[config.mk]
export PLATFORM = sky130hd
export DESIGN_NAME = rv32m_seq_muldiv
export DESIGN_NICKNAME = d
export VERILOG_FILES = /design/src/rtl/rv32m_seq_muldiv.sv
export SDC_FILE = /design/constraint.sdc
export NUM_CORES = 1
export LEC_CHECK = 0
export BUFFER_PORTS_ARGS = -buffer_cell sky130_fd_sc_hd__buf_2
export CAP_MARGIN = 20
export CORE_MARGIN = 2
export CORE_UTILIZATION = 35
export DETAILED_ROUTE_END_ITERATION = 16
export GPL_TIMING_DRIVEN = 1
export PLACE_DENSITY = 0.48
export SLEW_MARGIN = 20
export SYNTH_ARGS = -nofsm -noshare
export SYNTH_HDL_FRONTEND = slang
export SYNTH_SLANG_ARGS = --single-unit
[constraint.sdc]
create_clock -name clk -period 6.3 [get_ports clk]
set_clock_uncertainty 0.2 [all_clocks]
set_input_delay 0.315 -clock clk [delete_from_list [all_inputs] [get_ports clk]]
set_output_delay 0.315 -clock clk [all_outputs]
set_load 0.01 [all_outputs]
[src/rtl/rv32m_seq_muldiv.sv]
// Iterative RV32M multiply/divide unit: radix-2 shift-add multiplier and restoring
// divider sharing one accumulator and iteration counter; b==0 and signed overflow skip CALC.
module rv32m_seq_muldiv #(
    parameter int XLEN = 32
) (
    input  logic            clk,
    input  logic            rst,
    input  logic            start,
    input  logic [2:0]      op,
    input  logic [XLEN-1:0] a,
    input  logic [XLEN-1:0] b,
    output logic [XLEN-1:0] result,
    output logic            busy,
    output logic            valid
);
    localparam int CW = $clog2(XLEN) + 1;
    localparam logic [XLEN-1:0] L_ZERO = {XLEN{1'b0}};
    localparam logic [XLEN-1:0] L_ONES = {XLEN{1'b1}};
    localparam logic [XLEN-1:0] L_MIN  = {1'b1, {(XLEN-1){1'b0}}};

    typedef enum logic [1:0] {S_IDLE = 2'd0, S_CALC = 2'd1, S_DONE = 2'd2} state_t;

    state_t              r_state, w_state_nxt;
    logic                r_busy, r_valid, w_busy_nxt, w_valid_nxt;
    logic [2:0]          r_op;
    logic                r_sa, r_sb;
    logic [CW-1:0]       r_cnt;
    logic [2*XLEN-1:0]   r_acc;
    logic [XLEN-1:0]     r_opnd;
    logic [XLEN-1:0]     r_result;

    logic                w_accept, w_sa, w_sb, w_b_zero, w_ovf, w_fast;
    logic [XLEN-1:0]     w_mag_a, w_mag_b, w_fast_result, w_final;
    logic [XLEN:0]       w_sum, w_trial, w_diff;
    logic [2*XLEN-1:0]   w_shift, w_iter, w_prod;

    function automatic logic [XLEN-1:0] f_neg_if(input logic neg, input logic [XLEN-1:0] v);
        return neg ? (~v + XLEN'(1)) : v;
    endfunction

    function automatic logic [2*XLEN-1:0] f_neg2_if(input logic neg, input logic [2*XLEN-1:0] v);
        return neg ? (~v + (2*XLEN)'(1)) : v;
    endfunction

    assign w_accept = start & ((r_state == S_IDLE) | (r_state == S_DONE));
    // MULHSU treats only rs1 as signed; DIVU/REMU/MULHU/MUL are magnitude-only
    assign w_sa     = ((op == 3'b001) | (op == 3'b010) | (op == 3'b100) | (op == 3'b110)) & a[XLEN-1];
    assign w_sb     = ((op == 3'b001) | (op == 3'b100) | (op == 3'b110)) & b[XLEN-1];
    assign w_mag_a  = f_neg_if(w_sa, a);
    assign w_mag_b  = f_neg_if(w_sb, b);
    assign w_b_zero = (b == L_ZERO);
    assign w_ovf    = ~op[0] & (a == L_MIN) & (b == L_ONES);
    assign w_fast   = op[2] & (w_b_zero | w_ovf);

    // Immediate result for divide-by-zero and signed overflow
    always_comb begin
        if (w_b_zero) begin
            w_fast_result = op[1] ? a : L_ONES;
        end else begin
            w_fast_result = op[1] ? L_ZERO : L_MIN;
        end
    end

    // One iteration: multiply adds multiplicand into the high half then shifts right;
    // divide shifts {rem,quo} left with the bit shifted out of rem kept for the trial compare
    always_comb begin
        w_sum   = {1'b0, r_acc[2*XLEN-1:XLEN]} + (r_acc[0] ? {1'b0, r_opnd} : {(XLEN+1){1'b0}});
        w_shift = {r_acc[2*XLEN-2:0], 1'b0};
        w_trial = r_acc[2*XLEN-1:XLEN-1];
        w_diff  = w_trial - {1'b0, r_opnd};
        if (r_op[2]) begin
            if (w_trial >= {1'b0, r_opnd}) begin
                w_iter = {w_diff[XLEN-1:0], w_shift[XLEN-1:1], 1'b1};
            end else begin
                w_iter = w_shift;
            end
        end else begin
            w_iter = {w_sum, r_acc[XLEN-1:1]};
        end
    end

    // Sign correction applied to the last iteration's output, so DONE needs no extra cycle
    always_comb begin
        w_prod = f_neg2_if(r_sa ^ r_sb, w_iter);
        case (r_op)
            3'b000:  w_final = w_prod[XLEN-1:0];
            3'b001,
            3'b010,
            3'b011:  w_final = w_prod[2*XLEN-1:XLEN];
            3'b100:  w_final = f_neg_if(r_sa ^ r_sb, w_iter[XLEN-1:0]);
            3'b101:  w_final = w_iter[XLEN-1:0];
            3'b110:  w_final = f_neg_if(r_sa, w_iter[2*XLEN-1:XLEN]);
            3'b111:  w_final = w_iter[2*XLEN-1:XLEN];
            default: w_final = L_ZERO;
        endcase
    end

    // State register with registered status outputs
    always_ff @(posedge clk) begin
        if (rst) begin
            r_state <= S_IDLE;
            r_busy  <= 1'b0;
            r_valid <= 1'b0;
        end else begin
            r_state <= w_state_nxt;
            r_busy  <= w_busy_nxt;
            r_valid <= w_valid_nxt;
        end
    end

    // Next-state logic
    always_comb begin
        case (r_state)
            S_IDLE:  w_state_nxt = w_accept ? (w_fast ? S_DONE : S_CALC) : S_IDLE;
            S_CALC:  w_state_nxt = (r_cnt == {CW{1'b0}}) ? S_DONE : S_CALC;
            S_DONE:  w_state_nxt = w_accept ? (w_fast ? S_DONE : S_CALC) : S_IDLE;
            default: w_state_nxt = S_IDLE;
        endcase
    end

    // Output decode from the upcoming state so busy/valid are registered
    always_comb begin
        w_busy_nxt  = (w_state_nxt == S_CALC);
        w_valid_nxt = (w_state_nxt == S_DONE);
    end

    // Operand capture, iteration datapath and result register
    always_ff @(posedge clk) begin
        if (rst) begin
            r_op     <= 3'b000;
            r_sa     <= 1'b0;
            r_sb     <= 1'b0;
            r_cnt    <= {CW{1'b0}};
            r_acc    <= {(2*XLEN){1'b0}};
            r_opnd   <= L_ZERO;
            r_result <= L_ZERO;
        end else if (w_accept) begin
            r_op  <= op;
            r_sa  <= w_sa;
            r_sb  <= w_sb;
            r_cnt <= CW'(XLEN - 1);
            if (op[2]) begin
                r_acc  <= {L_ZERO, w_mag_a};
                r_opnd <= w_mag_b;
            end else begin
                r_acc  <= {L_ZERO, w_mag_b};
                r_opnd <= w_mag_a;
            end
            if (w_fast) begin
                r_result <= w_fast_result;
            end else begin
                r_result <= r_result;
            end
        end else if (r_state == S_CALC) begin
            r_acc <= w_iter;
            if (r_cnt == {CW{1'b0}}) begin
                r_result <= w_final;
            end else begin
                r_cnt <= r_cnt - CW'(1);
            end
        end else begin
            r_acc <= r_acc;
        end
    end

    assign result = r_result;
    assign busy   = r_busy;
    assign valid  = r_valid;
endmodule

==> results of run 1 <==
## report_power, final
| part | leakage, nW | switching, mW | internal, mW |
|---|---|---|---|
| clock network | 0.284 | 0.502 | 0.600 |
| logic | 5.79 | 1.25 | 0.582 |
| registers | 1.17 | 0.0999 | 0.969 |
## logic make-up (layout without fill, tap and decap cells)
kind of cell               Yosys count  count (layout)  synth area share
DFF                                143             143             0.170
and+or+nand+nor                    918             918             0.259
xor gates and xnor gates           157             157            0.0817
muxes                               58              58            0.0353
AOI/OAI and AO/OA                  847             847             0.339
adders and majority gates           72              72            0.0544
buffers and inverters              257             305            0.0604
other                                0               3                 0
## worst paths after layout
kind,start,depth (start not counted),end
worst max-delay path,r_opnd[26],21,result[0]
worst min register to register,r_opnd[16],2,r_opnd[16]
worst min-delay path,a[0],3,r_opnd[0]
worst max register to register,r_opnd[26],21,result[0]
## final cells by class
cell class / count / area share
Antenna cell: 3 / 0.000400
Clock buffer: 19 / 0.0236
Sequential cell: 143 / 0.153
Clock inverter: 13 / 0.00820
Multi-Input combinational cell: 2052 / 0.694
Inverter: 79 / 0.0158
Timing Repair Buffer: 194 / 0.0643
Tap cell: 615 / 0.0410
## Yosys cell counts (21+ instances only)
library cell and number:
xor2_1 84, nor4_1 29, o21ai_0 143, nand4_1 33
o31ai_1 21, inv_1 78, a21o_1 21, a211oi_1 52
ha_1 70, nor3_1 69, a31oi_1 28, xnor2_1 73
dfxtp_1 143, nor2_1 293, mux2i_1 47, and2_1 48
nand2b_1 31, a21oi_1 243, nand3_1 49, a22oi_1 22
or3_1 22, o211ai_1 88, o21a_1 22, nand2_1 261
clkbuf_1 135
## worst min-delay path, delay by kind of cell
family,cells,cell delay [ns]
muxes,1,0.13
buffers and inverters,1,0.14
AOI/OAI and AO/OA,1,0.08
## registers in the layout, indices dropped and copies added (netlist names)
| signal | flops |
|---|---|
| r_state | 2 |
| r_op | 3 |
| r_opnd | 32 |
| r_sb | 1 |
| r_acc | 64 |
| valid | 1 |
| busy | 1 |
| r_cnt | 6 |
| result | 32 |
| r_sa | 1 |
## repair_timing
| action | CTS | global route |
|---|---|---|
| hold buffers | 2 | 0 |
| setup endpoints to repair | 0 | 1 |
| buffers inserted | 0 | 0 |
| endpoints found under the hold margin | 2 | 0 |
| resized for setup | 0 | 1 |
## metal layers
| layer | vias up | GRT usage |
|---|---|---|
| met1 | 9662 | 0.451 |
| met3 | 198 | 0.0749 |
| li1 | 9133 | - |
| met2 | 1057 | 0.550 |
| met4 | 6 | 0.176 |
| met5 | - | 0 |
## cell usage in the layout (no fill, tap or decap), types with 10 or more instances in the layout
| cell type | instances |
|---|---|
| xor2_1 | 83 |
| a22oi_1 | 22 |
| mux2i_1 | 47 |
| nand2b_1 | 29 |
| mux2_2 | 11 |
| xnor2_1 | 72 |
| buf_4 | 90 |
| o21ai_0 | 142 |
| a2111oi_0 | 11 |
| nand2_1 | 261 |
| a221oi_1 | 16 |
| o22ai_1 | 16 |
| a21oi_1 | 243 |
| o221ai_1 | 10 |
| nor2_1 | 292 |
| clkbuf_16 | 17 |
| a211oi_1 | 51 |
| buf_2 | 102 |
| and2_1 | 48 |
| a21boi_0 | 10 |
| a311oi_1 | 10 |
| o31ai_1 | 21 |
| nand4_1 | 33 |
| o211ai_1 | 88 |
| a41oi_1 | 12 |
| ha_1 | 70 |
| nor3_1 | 68 |
| and3_1 | 14 |
| nor4_1 | 28 |
| a31oi_1 | 28 |
| a21o_1 | 21 |
| nand3_1 | 49 |
| dfxtp_1 | 142 |
| inv_1 | 77 |
| or3_1 | 22 |
| nor3b_1 | 13 |
| o21a_1 | 22 |
## through the flow
stage          worst slack, ns  area (µm²)  instances  hold slack, ns   util
4_1_cts                  0.333       18700       3115         0.00427  0.394
3_3_place_gp             0.490       18100       3081           0.252  0.381
2_1_floorplan             1.56       16800       2452           0.240      -
5_1_grt                 0.0386       18800       3115          0.0460  0.394
3_5_place_dp             0.381       18100       3081           0.256  0.381
6_report                 0.401       18800       3118          0.0212  0.395
==> results.py, run 1 <==
metrics = {
    "outcome": {
        "status": "completed",
    },
    "sta": {
        "fin_crit_sh": 0.936,
        "hold_violations": 0,
        "fmax_mhz": 170,
        "max-slew-margin-rel": 0.176,
        "layout_min_cycle_time_ns": 5.90,
        "tightest_slew_ns": 1.20,
        "tns_ns": 0,
        "rsz0062_at_grt": "false",
        "slew_violations": 0,
        "finalSetupViolations": 0,
    },
    "clocking": {
        "cts_buffer_depth": 2,
        "insertion_delay_ns": 0.51,
        "clock_tree.root_cell": "clkbuf_16",
        "cts_buffers": 17,
        "cts.reportedPaths.clkPinSlew_ns": 0.07,
        "clock_sinks": 143,
        "cts_tree": "done",
        "h-tree-depth": 4,
    },
    "routing": {
        "wl_met3_um": 8030,
        "drt_iter0_drc": 2323,
        "ant_nets": 0,
        "routed.top_layer": "met5",
        "finalWirelength_um": 89100,
        "routedWlPerCell_um": 28.6,
        "dr_wl_met2_um": 39800,
        "drc": 0,
        "vias_per_cell": 6.43,
        "wl_met1_um": 36700,
        "num_vias": 20100,
        "firstDrtPassIters": 7,
    },
    "global_routing": {
        "grt_first_pass_wirelength_um": 128000,
        "grt_usage": 0.349,
        "grt_pass1_vias": 18200,
        "grt_max_degree": 70,
        "antenna_found_initial": 6,
        "grt_overflow": 0,
    },
    "yosys": {
        "yosysTopAreaCellShare": 0.170,
        "synth_area_um2": 16800,
        "synth_edf_count": 0,
        "synth_cell_types": 97,
        "syn_inst": 2452,
        "synth_top_flop_cell": "dfxtp_1",
        "syn_avg_cell_area_um2": 6.86,
        "yosys-top-cells-area": "dfxtp_1, a21oi_1, nor2_1",
        "yosys.area.top_type": "dfxtp_1",
        "synth-async-reset-ratio": 0,
        "synth-seq-area-share": 0.170,
        "ys.warnings.count": 0,
        "ys_ff_latch": 143,
        "syn_nets": 2594,
    },
    "worst_setup_path": {
        "critPathLaunchType": "flop",
        "critical_path.endpoint_type": "flop",
        "critPathTopFamily": "simple AND/OR/NAND/NOR gates",
        "crit_type": "reg -> reg",
        "cp_max_fo": 10,
        "cp.buffers_inverters": 4,
        "slowest_delay_ns": 0.79,
        "crit_chain": "inv_1 -> ha_1 -> nand4_1 -> nor3_1 -> a22oi_1 -> and3_1 -> a41oi_1 -> buf_4 -> inv_1 -> ha_1 -> o21ai_0 -> nor4_1 -> and2_1 -> nand2_1 -> nor2b_1 -> buf_4 -> nor2_1 -> xnor2_1 -> o22ai_1 -> a2111oi_0 -> nor3_1",
        "cp.required_ns": 6.46,
        "arrival_ns": 6.06,
        "crit_path_top_delay_cell": "a2111oi_0",
        "r2r_setup_slack_ns": 0.40,
    },
    "run": {
        "maxCapViolations": 0,
    },
    "finish": {
        "drive_above_1_share": 0.123,
        "area_growth_pct": 11.5,
        "regArea_um2": 2870,
        "nets": 2629,
        "nFillCells": 5096,
        "multi_input_area_um2": 13000,
    },
    "power_and_ir_drop": {
        "vdd_drop_max_v": 0.000148,
        "p_total_mw": 4.00,
        "cellPowerDensity_nw_per_um2": 213,
        "power_leakage_nw": 7.24,
    },
    "die": {
        "initial_core_util": 0.354,
        "rows": 80,
        "coreArea_um2": 47500,
        "num_io_pins": 104,
        "die_width_um": 223,
        "die_y_um": 223,
        "dieArea_um2": 49800,
    },
    "placement": {
        "numPortBuffers": 103,
        "gp_congestion": 1.02,
        "hpwl_um": 70300,
    },
    "hold_path": {
        "min_path_type": "in -> reg",
    },
}
(Power assumes the default switching activity.)
==> run 2: changes to the inputs <==
Settings changed: PLACE_DENSITY 0.48 to not set.
==> results.py, run 2 (synthesis results as in run 1) <==
metrics = {
    "sta": {
        "tns_ns": 0,
        "finalSetupViolations": 0,
        "fin_crit_sh": 0.946,
        "rsz0062_at_grt": "false",
        "fin_hold_ws_ns": 0.0273,
        "fmax_mhz": 168,
        "slew_violations": 0,
        "layout_min_cycle_time_ns": 5.96,
        "hold_violations": 0,
        "tightest_slew_ns": 1.25,
        "setup_slack_ns": 0.343,
        "max-slew-margin-rel": 0.164,
    },
    "die": {
        "rows": 80,
        "initial_core_util": 0.354,
        "num_io_pins": 104,
        "coreArea_um2": 47500,
        "dieArea_um2": 49800,
        "die_y_um": 223,
        "die_width_um": 223,
    },
    "finish": {
        "nets": 2627,
        "layout_commonest_cell": "nor2_1",
        "final_cell_mix": "nor2_1, nand2_1, a21oi_1",
        "drive_above_1_share": 0.122,
        "largest_register_ffs": 64,
        "final_cells": 3114,
        "regMostFlops": "r_acc",
        "area_growth_pct": 11.4,
    },
    "placement": {
        "gp_congestion": 1.04,
        "dp_slack_ns": 0.337,
        "numPortBuffers": 103,
        "hpwl_um": 65900,
        "place_inst": 3078,
    },
    "worst_setup_path": {
        "crit_chain": "inv_1 -> ha_1 -> nand4_1 -> nor4b_1 -> nand4_1 -> and3_2 -> nand3_2 -> mux2_2 -> a21oi_1 -> ha_1 -> nand4_2 -> nor4_2 -> buf_4 -> a31oi_1 -> xnor2_1 -> a221oi_1 -> a2111oi_2",
        "crit_path_top_delay_cell": "dfxtp_1",
        "critPathLaunchType": "flop",
        "critPathTopFamily": "simple AND/OR/NAND/NOR gates",
        "critical_path.endpoint_type": "flop",
        "cp.buffers_inverters": 2,
        "slowest_delay_ns": 0.47,
        "cp.required_ns": 6.46,
        "crit_type": "reg -> reg",
        "cp_max_fo": 13,
        "arrival_ns": 6.11,
    },
    "clocking": {
        "cts_buffers": 17,
        "cts_buffer_depth": 2,
        "cts.reportedPaths.clkPinSlew_ns": 0.07,
        "h-tree-depth": 4,
        "insertion_delay_ns": 0.46,
        "clock_sinks": 143,
        "clock_tree.root_cell": "clkbuf_16",
        "cts_tree": "done",
    },
    "power_and_ir_drop": {
        "power_leakage_nw": 7.22,
        "vdd_drop_max_v": 0.000231,
        "cellPowerDensity_nw_per_um2": 211,
    },
    "global_routing": {
        "grt_usage": 0.328,
        "grt_first_pass_wirelength_um": 123000,
        "grt_pass1_vias": 18600,
        "antenna_found_initial": 3,
        "grt_max_degree": 75,
        "grt_overflow": 0,
    },
    "outcome": {
        "status": "completed",
    },
    "hold_path": {
        "min_path_type": "in -> reg",
    },
    "routing": {
        "firstDrtPassIters": 8,
        "drc": 0,
        "finalWirelength_um": 84300,
        "ant_nets": 0,
        "routedWlPerCell_um": 27.1,
        "num_vias": 20400,
        "vias_per_cell": 6.54,
        "drt_iter0_drc": 2962,
    },
    "run": {
        "maxCapViolations": 0,
    },
}
[run 2: cell types whose count changed in the layout (fill, tap and decap cells not counted), sizes merged]
| cell | previous run | this run |
|---|---|---|
| clkinv | 4 | 8 |
| clkinvlp | 3 | 0 |
| inv | 83 | 80 |
| clkbuf | 19 | 21 |
| diode | 3 | 1 |
| buf | 192 | 191 |
| dlygate4sd3 | 2 | 1 |
[run 2: layout make-up]
class | instances | area (µm²)
repair buffers | 192 | 1180
clock inverters | 11 | 131
inverters | 79 | 297
multi-input cells | 2052 | 13000
diodes | 1 | 2.50
well taps | 615 | 769
flip-flops and latches | 143 | 2870
clock buffers | 21 | 450
fillers | 5033 | 28800
[run 2: per-stage QoR]
stage | power (mW) | cell area, µm² | util
finish | 3.96 | 18700 | 0.394
global placement | 2.83 | 18100 | 0.381
global route | 4.10 | 18700 | 0.394
CTS | 3.90 | 18700 | 0.393
detailed placement | 2.83 | 18100 | 0.381
floorplan | 2.17 | 16800 | -
[run 2: path summary, 6_finish.rpt]
kind,slack [ns],start,cells past startpoint,to
min reg2reg,0.28,r_opnd[16],2,r_opnd[16]
max reg2reg,0.34,r_opnd[15],17,result[22]
min,0.03,op[1],3,r_op[1]
max,0.34,r_opnd[15],17,result[22]
[run 2: report_power, final]
part           switching, mW  total (mW)  internal (mW)
logic                   1.24        1.82          0.576
registers              0.101        1.07          0.969
clock network          0.473        1.07          0.598
total                   1.82        3.96           2.14
[run 2: metal layers]
metal | global-route usage | share of wire | up-vias
met5 | 0 | 0.00012 | -
met4 | 0.157 | 0.051 | 2
met1 | 0.442 | 0.41 | 9786
li1 | - | - | 9122
met3 | 0.0664 | 0.10 | 216
met2 | 0.502 | 0.43 | 1240
[run 2: tightest hold or removal path, stage by stage]
cell,delay [ns]
buf_2,0.16
nand2_1,0.10
a21oi_1,0.06
[run 2: timing repair]
action | in CTS | in global routing
resized for setup | 0 | 5
endpoints found under the hold margin | 1 | 0
hold buffers | 1 | 0
endpoints found under the setup margin | 0 | 7
buffers inserted | 0 | 2
